===== src/rtl/cla_pkg.sv =====
// -----------------------------------------------------------------------------
// cla_pkg
// Shared definitions for the word-serial carry-lookahead adder.
//   SLICE_W      : bits handled per cycle by the lookahead slice
//   state_e      : controller states (idle / running slices / result held)
//   idx_width()  : width of the slice index counter for a given slice count
// -----------------------------------------------------------------------------
package cla_pkg;

    localparam int unsigned SLICE_W = 8;

    typedef enum logic [1:0] {
        StIdle = 2'd0,
        StRun  = 2'd1,
        StDone = 2'd2
    } state_e;

    // A one-slice adder still needs a 1-bit index so the counter is never zero-width.
    function automatic int unsigned idx_width(input int unsigned nslice);
        if (nslice <= 1) begin
            return 1;
        end
        return $clog2(nslice);
    endfunction

endpackage


===== src/rtl/cla_8bit_slice.sv =====
// -----------------------------------------------------------------------------
// cla_8bit_slice
// Combinational 8-bit carry-lookahead adder slice.
// Ports:
//   a_i[7:0], b_i[7:0] : slice operands
//   cin_i              : carry into bit 0
//   s_o[7:0]           : slice sum
//   c7_o               : carry into bit 7 (used for signed overflow)
//   cout_o             : carry out of bit 7
// -----------------------------------------------------------------------------
module cla_8bit_slice
    import cla_pkg::*;
(
    input  logic [SLICE_W-1:0] a_i,
    input  logic [SLICE_W-1:0] b_i,
    input  logic               cin_i,
    output logic [SLICE_W-1:0] s_o,
    output logic               c7_o,
    output logic               cout_o
);

    logic [SLICE_W-1:0] p;
    logic [SLICE_W-1:0] g;
    logic [SLICE_W:0]   c;

    assign p = a_i ^ b_i;
    assign g = a_i & b_i;

    // Full lookahead: c[i+1] = g[i] | p[i]g[i-1] | ... | p[i]..p[0]cin.
    // Every carry is a flat sum of products of p/g/cin; no carry feeds another.
    always_comb begin
        logic cx;
        logic prod;
        c    = '0;
        cx   = 1'b0;
        prod = 1'b0;
        c[0] = cin_i;
        for (int i = 0; i < int'(SLICE_W); i++) begin
            cx   = g[i];
            prod = p[i];
            for (int j = i - 1; j >= 0; j--) begin
                cx   = cx | (prod & g[j]);
                prod = prod & p[j];
            end
            cx       = cx | (prod & cin_i);
            c[i + 1] = cx;
        end
    end

    assign s_o    = p ^ c[SLICE_W-1:0];
    assign c7_o   = c[SLICE_W-1];
    assign cout_o = c[SLICE_W];

endmodule


===== src/rtl/cla_word_serial_adder.sv =====
// -----------------------------------------------------------------------------
// cla_word_serial_adder
// Multi-cycle WIDTH-bit adder: one 8-bit lookahead slice is reused NSLICE times,
// with the slice carry-out registered and fed back as the next slice carry-in.
// Ports:
//   clk_i, rst_ni            : clock, synchronous active-low reset
//   in_valid_i / in_ready_o  : operand handshake (accepted only when idle)
//   a_i, b_i, cin_i          : operands and word carry-in
//   out_valid_o / out_ready_i: result handshake (result held until taken)
//   sum_o                    : (a + b + cin) mod 2^WIDTH
//   cout_o                   : carry out of bit WIDTH-1
//   overflow_o               : two's-complement overflow
// -----------------------------------------------------------------------------
module cla_word_serial_adder
    import cla_pkg::*;
#(
    parameter int unsigned WIDTH = 32
) (
    input  logic             clk_i,
    input  logic             rst_ni,
    input  logic             in_valid_i,
    output logic             in_ready_o,
    input  logic [WIDTH-1:0] a_i,
    input  logic [WIDTH-1:0] b_i,
    input  logic             cin_i,
    output logic             out_valid_o,
    input  logic             out_ready_i,
    output logic [WIDTH-1:0] sum_o,
    output logic             cout_o,
    output logic             overflow_o
);

    localparam int unsigned NSLICE = WIDTH / SLICE_W;
    localparam int unsigned IdxW   = idx_width(NSLICE);
    localparam logic [IdxW-1:0] LastIdx = IdxW'(NSLICE - 1);

    if ((WIDTH < SLICE_W) || ((WIDTH % SLICE_W) != 0)) begin : gen_width_check
        $error("cla_word_serial_adder: WIDTH must be a multiple of 8 and at least 8");
    end

    state_e                          state_q, state_d;
    logic [IdxW-1:0]                 idx_q, idx_d;
    logic                            carry_q, carry_d;
    logic [NSLICE-1:0][SLICE_W-1:0]  a_q, a_d;
    logic [NSLICE-1:0][SLICE_W-1:0]  b_q, b_d;
    logic [NSLICE-1:0][SLICE_W-1:0]  sum_q, sum_d;
    logic                            cout_q, cout_d;
    logic                            ovf_q, ovf_d;

    logic [SLICE_W-1:0] slice_s;
    logic               slice_c7;
    logic               slice_cout;

    cla_8bit_slice u_slice (
        .a_i    (a_q[idx_q]),
        .b_i    (b_q[idx_q]),
        .cin_i  (carry_q),
        .s_o    (slice_s),
        .c7_o   (slice_c7),
        .cout_o (slice_cout)
    );

    always_ff @(posedge clk_i) begin
        if (!rst_ni) begin
            state_q <= StIdle;
            idx_q   <= '0;
            carry_q <= 1'b0;
            a_q     <= '0;
            b_q     <= '0;
            sum_q   <= '0;
            cout_q  <= 1'b0;
            ovf_q   <= 1'b0;
        end else begin
            state_q <= state_d;
            idx_q   <= idx_d;
            carry_q <= carry_d;
            a_q     <= a_d;
            b_q     <= b_d;
            sum_q   <= sum_d;
            cout_q  <= cout_d;
            ovf_q   <= ovf_d;
        end
    end

    always_comb begin
        state_d = state_q;
        idx_d   = idx_q;
        carry_d = carry_q;
        a_d     = a_q;
        b_d     = b_q;
        sum_d   = sum_q;
        cout_d  = cout_q;
        ovf_d   = ovf_q;

        unique case (state_q)
            StIdle: begin
                if (in_valid_i) begin
                    a_d     = a_i;
                    b_d     = b_i;
                    carry_d = cin_i;
                    idx_d   = '0;
                    state_d = StRun;
                end
            end
            StRun: begin
                sum_d[idx_q] = slice_s;
                carry_d      = slice_cout;
                if (idx_q == LastIdx) begin
                    // The top slice's bit 7 is the word MSB, so its c7/c8 give overflow.
                    cout_d  = slice_cout;
                    ovf_d   = slice_c7 ^ slice_cout;
                    state_d = StDone;
                end else begin
                    idx_d = idx_q + IdxW'(1);
                end
            end
            StDone: begin
                if (out_ready_i) begin
                    state_d = StIdle;
                end
            end
            default: begin
                state_d = StIdle;
            end
        endcase
    end

    assign in_ready_o  = (state_q == StIdle);
    assign out_valid_o = (state_q == StDone);
    assign sum_o       = sum_q;
    assign cout_o      = cout_q;
    assign overflow_o  = ovf_q;

endmodule

===== config.mk =====
export PLATFORM = sky130hd
export DESIGN_NAME = cla_word_serial_adder
export DESIGN_NICKNAME = d
export VERILOG_FILES = /design/src/rtl/cla_pkg.sv /design/src/rtl/cla_8bit_slice.sv /design/src/rtl/cla_word_serial_adder.sv
export SDC_FILE = /design/constraint.sdc
export NUM_CORES = 1
export LEC_CHECK = 0
export CAP_MARGIN = 20
export CORE_ASPECT_RATIO = 0.7
export CORE_MARGIN = 10
export CORE_UTILIZATION = 50
export CTS_CLUSTER_DIAMETER = 80
export DETAILED_ROUTE_END_ITERATION = 8
export PLACE_DENSITY = 0.91
export SYNTH_ARGS = -nofsm -noshare
export SYNTH_HDL_FRONTEND = slang
export SYNTH_SLANG_ARGS = --single-unit

===== constraint.sdc =====
create_clock -name clk_i -period 3.15 [get_ports clk_i]
set_input_delay 0.315 -clock clk_i [delete_from_list [all_inputs] [get_ports clk_i]]
set_output_delay 0.315 -clock clk_i [all_outputs]
set_load 0.02 [all_outputs]

=== After elaboration in Yosys (flattened, before gate mapping) ===
Index checks and enable logic that the tools add are counted.

* Reduce and logical (&&, ||, !) cells: 8
* Multipliers: 0
* Add/sub/neg operators: 1
* $lt $le $gt $ge: 2
* Shift operators: 0
* Muxes and demuxes: 16
* Equal/unequal tests: 7
* Div/mod/pow operators: 0
* Bitwise gates (word level): 104

{| class="wikitable"
|+ Operators with widths
! cell !! number
|-
| bitwise AND 1 bit || 64
|-
| OR 1 bit || 36
|-
| binary-select mux 8 bit (select 2 bit) || 2
|-
| bitwise mux 32 bit || 1
|-
| 2-to-1 mux 8 bit || 3
|-
| demux 8 bit (select 2 bit) || 1
|-
| XOR 8 bit || 2
|-
| 2-to-1 mux 2 bit || 5
|-
| bitwise AND 8 bit || 1
|-
| inequality test 2 bit (second input constant) || 3
|-
| one-hot mux 2 bit (3 select lines) || 1
|-
| AND reduction 2 bit || 3
|-
| AND reduction 3 bit || 2
|-
| == test 2 bit (second input constant) || 2
|-
| one-hot mux 2 bit (2 select lines) || 1
|-
| < comparator 2 x 3 -> 1 bit (second input constant) || 1
|-
| adder 2 x 1 -> 2 bit (second input constant) || 1
|-
| == test 2 x 1 -> 1 bit (second input constant) || 1
|-
| >= comparator 2 x 1 -> 1 bit (second input constant) || 1
|-
| logical NOT 2 bit || 1
|-
| inequality test 2 x 1 -> 1 bit (second input constant) || 1
|-
| one-hot mux 1 bit (2 select lines) || 1
|-
| nonzero test 2 bit || 1
|-
| logical AND 1 bit || 1
|-
| 2 further kinds || 2
|}

* Latch bits: 0
* Bits of input ports: 69
* Output and inout bits: 36
* Memories: 0
* ROM bits: 0
* Bits in registers: 103
* Logic and storage cells: 155
* Bits in writable memories: 0

=== Depth between registers and ports, before layout ===
Gate-level depths: netlist (run 1).

* Depth after elaboration: 13
* Mapped depth: 9
* Mapped depth without buffers: 7

=== Modules after synthesis ===
A second synthesis (run 1) with hierarchy kept.

* Cells, all modules: 503
* Area, all modules: 4758.3 µm²

{| class="wikitable"
|+ Modules (own cells, without submodules)
! module !! sequential area each (µm²) !! cells each !! area each (µm²) !! times used
|-
| cla_word_serial_adder || 2062.0 || 456 || 4386.7 || 1
|-
| cla_8bit_slice || 0.0 || 47 || 371.6 || 1
|}

=== Least setup slack after synthesis (run 1) ===
No wires, ideal clock.

* Path type: reg-to-reg
* Start point: register idx_q[0]
* End point: register sum_q (netlist bit sum_o[29])
* Data arrival time: 2.451 ns
* Library setup time: 0.093 ns
* Path buffers: 2
* Path slack: 0.606 ns
* Stages on the path, launching flop included: 9
* Cell sequence: dfxtp_1 > buf_2 > buf_2 > mux4_2 > ha_1 > a211oi_2 > o21bai_1 > a31o_2 > o311ai_2

* Cells in the longest elaborated chain, start to end: 11
* Elaborated cells on any way between the ends: 27

{| class="wikitable"
|+ Ends and longest elaborated chain
! what !! line !! RTL
|-
| from (decl) || cla_word_serial_adder.sv:42 || <nowiki>logic [IdxW-1:0] idx_q, idx_d;</nowiki>
|-
| from (signal assigned) || cla_word_serial_adder.sv:75 || <nowiki>idx_q <= idx_d;</nowiki>
|-
| binary-select mux 8 bit (select 2 bit), on equally long branches || cla_word_serial_adder.sv:55, cla_word_serial_adder.sv:56 ||
|-
| 2-to-1 mux 8 bit, on equally long branches || cla_word_serial_adder.sv:55, cla_word_serial_adder.sv:56 ||
|-
| XOR 8 bit or bitwise AND 8 bit (tied branches) || cla_8bit_slice.sv:26, cla_8bit_slice.sv:27 ||
|-
| bitwise AND 1 bit, on equally long branches || cla_8bit_slice.sv:42, cla_8bit_slice.sv:43 ||
|-
| OR 1 bit, or another cell as far along (3 in series) || cla_8bit_slice.sv:42 || <nowiki>cx = cx | (prod & g[j]);</nowiki>
|-
| OR 1 bit or bitwise AND 1 bit (tied branches) || cla_8bit_slice.sv:42, cla_8bit_slice.sv:45 ||
|-
| OR 1 bit || cla_8bit_slice.sv:45 || <nowiki>cx = cx | (prod & cin_i);</nowiki>
|-
| XOR 8 bit || cla_8bit_slice.sv:50 || <nowiki>assign s_o = p ^ c[SLICE_W-1:0];</nowiki>
|-
| bitwise mux 32 bit * || cla_word_serial_adder.sv:106 || <nowiki>sum_d[idx_q] = slice_s;</nowiki>
|-
| to (signal assigned) || cla_word_serial_adder.sv:79 || <nowiki>sum_q <= sum_d;</nowiki>
|-
| to (decl) || cla_word_serial_adder.sv:46 || <nowiki>logic [NSLICE-1:0][SLICE_W-1:0] sum_q, sum_d;</nowiki>
|}

Every way passes the cells marked *; elsewhere a longest branch is shown, timed or not. The select of a mux whose other input is x is not followed.
A chain may end at the register's enable or synchronous reset.

=== Worst setup path after layout (run 1) ===
* Start point: register idx_q[1]
* End point: register sum_q (netlist bit sum_o[20])

* Cells in the longest elaborated chain, start to end: 10
* Elaborated cells on any way between the ends: 24

{| class="wikitable"
|+ Ends and longest elaborated chain
! what !! line
|-
| binary-select mux 8 bit (select 2 bit), on equally long branches || cla_word_serial_adder.sv:55, cla_word_serial_adder.sv:56
|-
| 2-to-1 mux 8 bit, on equally long branches || cla_word_serial_adder.sv:55, cla_word_serial_adder.sv:56
|-
| XOR 8 bit or bitwise AND 8 bit (tied branches) || cla_8bit_slice.sv:26, cla_8bit_slice.sv:27
|-
| bitwise AND 1 bit, on equally long branches || cla_8bit_slice.sv:42, cla_8bit_slice.sv:43
|-
| OR 1 bit, or another cell as far along (2 in series) || cla_8bit_slice.sv:42
|-
| OR 1 bit or bitwise AND 1 bit (tied branches) || cla_8bit_slice.sv:42, cla_8bit_slice.sv:45
|-
| OR 1 bit || cla_8bit_slice.sv:45
|-
| XOR 8 bit || cla_8bit_slice.sv:50
|-
| bitwise mux 32 bit * || cla_word_serial_adder.sv:106
|}

Marks and branches as above.

==> impl_metrics.env, run 1 <==
export IMPL_status="finished clean"
export IMPL_worst_setup_path_type="flop to flop"
export IMPL_hpwl_um=9350
export IMPL_finalMaxSlewViolations=0
export IMPL_grt_max_degree=67
export IMPL_grt_pass1_wl_um=20300
export IMPL_syn_inst=512
export IMPL_end_kind="flop"
export IMPL_cts_tree="done"
export IMPL_io_pins=105
export IMPL_rsz0062_at_grt="no"
export IMPL_fin_skew_ns=0.00555
export IMPL_vdd_drop_max_mv=0.348
export IMPL_crit_required_ns=3.36
export IMPL_area_delta_synth_final_pct=31.0
export IMPL_dieArea_sq_um=13400
export IMPL_fin_crit_sh=0.870
export IMPL_drive_gt1_frac=0.0788
export IMPL_worst_path_max_fanout=12
export IMPL_syn_cell_area_sq_um=4560
export IMPL_drv_cap=0
export IMPL_grt_pass1_vias=4053
export IMPL_min_path_type="flop to flop"
export IMPL_n_antenna_cell=0
export IMPL_finalWeightedCongestion=0.866
export IMPL_cts_max_level=3
export IMPL_drtIter0Drc=335
export IMPL_clk_pin_slew_ns=0.06
export IMPL_reg2reg_setup_slack_ns=0.41
export IMPL_ys_ff_latch=103
export IMPL_coreArea_sq_um=8960
export IMPL_insertion_delay_ns=0.34
export IMPL_track_usage=0.186
export IMPL_drcViolationCount=0
export IMPL_globalRouteOverflowTotal=0
export IMPL_arrival_ns=2.95
export IMPL_routed_wl_um=12300
export IMPL_antenna_found_initial=0
export IMPL_io_buffer_count=104
export IMPL_fmax_mhz=365
export IMPL_final_nets=687
export IMPL_syn_num_nets=594
export IMPL_drt_vias_per_instance=5.38
export IMPL_vias=3947
export IMPL_drtPass1Iterations=5
export IMPL_hold_violations=0
export IMPL_power_total_w=0.00288
export IMPL_min_period_ns=2.74
export IMPL_ys_types=39
export IMPL_ant_nets=0
export IMPL_critPathLaunchType="flop"
export IMPL_wl_per_cell_um=16.8
export IMPL_start_util=0.509
export IMPL_slew_headroom=0.475
export IMPL_cts_made_buffers=9
export IMPL_synth_seq_area_share=0.452
export IMPL_p_leak_nw=2.22
export IMPL_root_buffer="clkbuf_16"
export IMPL_yosysWarnings=0
export IMPL_die_height_um=99.9
export IMPL_rows=29
export IMPL_powerDensity_nw_per_um2=482
export IMPL_clockBufferDepth=2
export IMPL_avgSynthCellArea_sq_um=8.91
export IMPL_cts_sinks=103
export IMPL_die_x_um=134
export IMPL_setup_viol=0
export IMPL_setup_tns_ns=0
export IMPL_tightest_slew_ns=0.785
## state kept, by name (all words and copies together) (netlist names)
register	count
b_q	32
overflow_o	1
cout_o	1
sum_o	32
state_q	2
a_q	32
idx_q	2
carry_q	1
## final cells by class
type | instances | area, sq um
clock inverter | 5 | 58.8
fill | 714 | 2990
sequential | 103 | 2060
tap | 124 | 155
inverter | 7 | 26.3
multi-input combinational | 372 | 2350
clock buffer | 10 | 229
timing repair buffer | 112 | 1100
## metrics by stage
step                      utilization  hold WS, ns  instance area [sq um]  setup WS, ns  instances
final                           0.667        0.463                   5980         0.410        733
after global routing            0.667        0.491                   5980         0.188        733
after CTS                       0.667        0.463                   5970         0.301        733
after detailed placement        0.635        0.454                   5690         0.355        718
after global placement          0.635        0.446                   5690         0.477        718
after floorplan                     -        0.440                   4560         0.606        512
## final timing paths
kind / cells past startpoint / end / startpoint
min reg2reg: 2 / a_q[18]$_SDFFE_PN0P_ / a_q[18]$_SDFFE_PN0P_
max: 8 / sum_o[20]$_SDFFE_PN0P_ / idx_q[1]$_SDFFE_PN0P_
min: 2 / a_q[18]$_SDFFE_PN0P_ / a_q[18]$_SDFFE_PN0P_
max reg2reg: 8 / sum_o[20]$_SDFFE_PN0P_ / idx_q[1]$_SDFFE_PN0P_
## routing by layer
layer / vias to the layer above / track usage / part of all wire
li1: 1924 / - / -
met1: 1860 / 0.228 / 0.44
met2: 147 / 0.305 / 0.47
met3: 16 / 0.0689 / 0.076
met4: 0 / 0.0434 / 0.012
met5: - / 0 / 0
## placed cells by master (no fill, tap or decap), drive strengths merged
cell,Yosys,final
a22oi,1,1
a21o,2,2
nand2,169,169
o311ai,4,4
clkinvlp,0,2
clkdlybuf4s50,0,103
o22ai,1,1
o21ai,22,22
mux2i,1,1
nor3,3,3
nand2b,2,2
nor3b,1,1
xnor2,1,1
o21bai,1,1
xor2,5,5
inv,7,8
nor2b,5,5
a31o,1,1
o211a,4,4
nand3,17,17
dfxtp,103,103
a31oi,2,2
o21a,2,2
buf,12,9
clkinv,0,1
o221ai,1,1
a211oi,2,2
clkbuf,18,10
mux4,16,16
or3,1,1
bufinv,0,1
and2,8,8
a21boi,72,72
ha,12,12
a21oi,4,4
fa,1,1
nor2,11,11
## cells by family after synthesis
kind of cell / share of synthesized area
flip-flops: 0.452
buffers and inverters: 0.0343
AO/OA/AOI/OAI: 0.189
XOR/XNOR: 0.0115
adder cells (fa/ha/maj): 0.0373
AND/OR/NAND/NOR: 0.195
multiplexers: 0.0812
## synth_stat cells, drive strengths merged
master / number / area [sq um]
a21boi: 72 / 541
ha: 12 / 150
xnor2: 1 / 8.76
o21bai: 1 / 7.51
mux2i: 1 / 10.0
a31oi: 2 / 12.5
o311ai: 4 / 42.6
o22ai: 1 / 12.5
nor2: 11 / 41.3
nand3: 17 / 85.1
a211oi: 2 / 20.0
o21a: 2 / 15.0
or3: 1 / 6.26
a21o: 2 / 16.3
dfxtp: 103 / 2060
a21oi: 4 / 20.0
xor2: 5 / 43.8
and2: 8 / 50.1
nor3: 3 / 20.0
nand2: 169 / 634
o221ai: 1 / 8.76
nor3b: 1 / 7.51
o21ai: 22 / 110
nand2b: 2 / 12.5
mux4: 16 / 360
inv: 7 / 26.3
o211a: 4 / 40.0
a31o: 1 / 8.76
fa: 1 / 20.0
nor2b: 5 / 31.3
a22oi: 1 / 7.51
clkbuf: 18 / 67.6
buf: 12 / 62.6
## worst max-delay path: stages, from the launching register on
cell and delay, ns:
dfxtp_1 0.38, buf_4 0.23, mux4_2 0.54, ha_1 0.33, a211oi_2 0.31, o21bai_1 0.17, a21oi_1 0.21, xor2_1 0.28
o21ai_0 0.15
## where the power goes
part	internal, W	total, W	switching [W]
Combinational	0.000199	0.000403	0.000203
Clock	0.000613	0.00108	0.000466
Sequential	0.00136	0.00140	0.0000395
## repair_timing
action	4_1_cts	5_1_grt
setup buffers	0	0
resized for setup	0	1
setup endpoints to repair	0	1
hold buffers	0	0
Note: power is estimated with default switching activity, not from simulation.
==> run 2, diff against run 1 <==
Clock period 3.15 ns to 3.35 ns, I/O delays scaled along.
==> run 2 against run 1 <==
Compared with the run above:
- critical path depth down 1
- sequential cell count unchanged
- die area unchanged
- power decreased by 6.6%
- utilization about the same
- design area about the same
- critical path type unchanged
==> impl_metrics.env, run 2 (synthesis gave the netlist of run 1 again) <==
export IMPL_grt_pass1_wl_um=20300
export IMPL_vdd_drop_max_mv=0.272
export IMPL_min_path_type="flop to flop"
export IMPL_fmax_mhz=339
export IMPL_cts_sinks=103
export IMPL_start_util=0.509
export IMPL_n_antenna_cell=0
export IMPL_die_height_um=99.9
export IMPL_crit_required_ns=3.59
export IMPL_ant_nets=0
export IMPL_finalNonFillerCells=733
export IMPL_io_buffer_count=104
export IMPL_drtIter0Drc=368
export IMPL_finalWeightedCongestion=0.881
export IMPL_rsz0062_at_grt="no"
export IMPL_drive_gt1_frac=0.0788
export IMPL_finalMaxSlewViolations=0
export IMPL_fin_crit_sh=0.879
export IMPL_postCtsResizedCells=0
export IMPL_hold_buffers=0
export IMPL_insertion_delay_ns=0.34
export IMPL_drtPass1Iterations=5
export IMPL_tightest_slew_ns=0.875
export IMPL_grt_pass1_vias=4017
export IMPL_status="finished clean"
export IMPL_reg2reg_setup_slack_ns=0.40
export IMPL_setup_tns_ns=0
export IMPL_clk_pin_slew_ns=0.07
export IMPL_final_cell_mix="nand2_1 (168), dfxtp_1 (103), clkdlybuf4s50_1 (103)"
export IMPL_fin_skew_ns=0.00784
export IMPL_globalRouteOverflowTotal=0
export IMPL_crit_slowest_cell="dfxtp_1"
export IMPL_routed_wl_um=12400
export IMPL_rows=29
export IMPL_root_buffer="clkbuf_16"
export IMPL_p_leak_nw=2.22
export IMPL_die_x_um=134
export IMPL_vias=3960
export IMPL_path_cells="buf_4, mux4_2, ha_1, a211oi_2, o21bai_1, a31o_2, o311ai_1"
export IMPL_fillCellCount=718
export IMPL_area_delta_synth_final_pct=31.0
export IMPL_setup_viol=0
export IMPL_crit_buf_inv=1
export IMPL_min_period_ns=2.95
export IMPL_antenna_found_initial=0
export IMPL_post_cts_buffers=0
export IMPL_end_kind="flop"
export IMPL_max_stage_delay_ns=0.71
export IMPL_wl_per_cell_um=16.9
export IMPL_coreArea_sq_um=8960
export IMPL_slew_headroom=0.417
export IMPL_drt_vias_per_instance=5.40
export IMPL_drv_cap=0
export IMPL_arrival_ns=3.19
export IMPL_grt_max_degree=65
export IMPL_hold_violations=0
export IMPL_hpwl_um=9510
export IMPL_dieArea_sq_um=13400
export IMPL_track_usage=0.184
export IMPL_powerDensity_nw_per_um2=451
export IMPL_cts_max_level=3
export IMPL_worst_setup_path_type="flop to flop"
export IMPL_drcViolationCount=0
export IMPL_crit_family="compound AO/OA/AOI/OAI gates"
export IMPL_cts_made_buffers=9
export IMPL_critPathLaunchType="flop"
export IMPL_clockBufferDepth=2
export IMPL_cts_tree="done"
export IMPL_worst_path_max_fanout=12
export IMPL_io_pins=105
export IMPL_dpl_cell_count=716
export IMPL_layout_commonest_cell="nand2_1"
export IMPL_final_nets=686
-- run 2: final cells by class --
type	instances	area [sq um]	share of cell area
multi-input combinational	372	2350	0.393
sequential	103	2060	0.345
timing repair buffer	111	1100	0.184
clock buffer	10	239	0.0400
tap	124	155	0.0260
clock inverter	6	43.8	0.00733
inverter	7	26.3	0.00440
-- run 2: where the power goes --
group / switching [W] / leakage, nW / internal [W]
clock: 0.000465 / 0.139 / 0.000528
combinational: 0.000192 / 1.24 / 0.000189
sequential: 0.0000388 / 0.841 / 0.00128
total: 0.000695 / 2.22 / 0.00200
-- run 2: per-layer routing --
metal,vias to the layer above,wire [um],global-route usage
li1,1919,-,-
met5,-,0,0
met2,154,5770,0.301
met1,1866,5480,0.229
met3,21,955,0.0564
met4,0,210,0.0584
-- run 2: worst paths after layout --
kind,from,to,depth (start not counted)
worst min register to register,b_q[4]$_SDFFE_PN0P_,b_q[4]$_SDFFE_PN0P_,2
worst max register to register,idx_q[0]$_SDFFE_PN0P_,sum_o[13]$_SDFFE_PN0P_,7
worst max-delay path,idx_q[0]$_SDFFE_PN0P_,sum_o[13]$_SDFFE_PN0P_,7
worst min-delay path,b_q[4]$_SDFFE_PN0P_,b_q[4]$_SDFFE_PN0P_,2
-- run 2: metrics by stage --
step | setup slack [ns] | cell area, sq um | hold slack, ns | total power, W | utilization
final | 0.404 | 5970 | 0.464 | 0.00269 | 0.667
after global routing | 0.152 | 5970 | 0.487 | 0.00278 | 0.667
after detailed placement | 0.407 | 5670 | 0.456 | 0.00172 | 0.633
after global placement | 0.559 | 5670 | 0.448 | 0.00171 | 0.633
after floorplan | 0.806 | 4560 | 0.440 | 0.00155 | -
after CTS | 0.364 | 5950 | 0.466 | 0.00269 | 0.664
-- run 2: worst min-delay path: stages, from the launching register on --
cell      delay [ns]
dfxtp_1         0.31
nand2_1         0.05
a21boi_0        0.06
==> run 3, diff against run 2 <==
Settings changed: SKIP_CTS_REPAIR_TIMING set to 1.
==> results of run 3 <==
Final layout, timing and power as in run 2 (identical DEF).
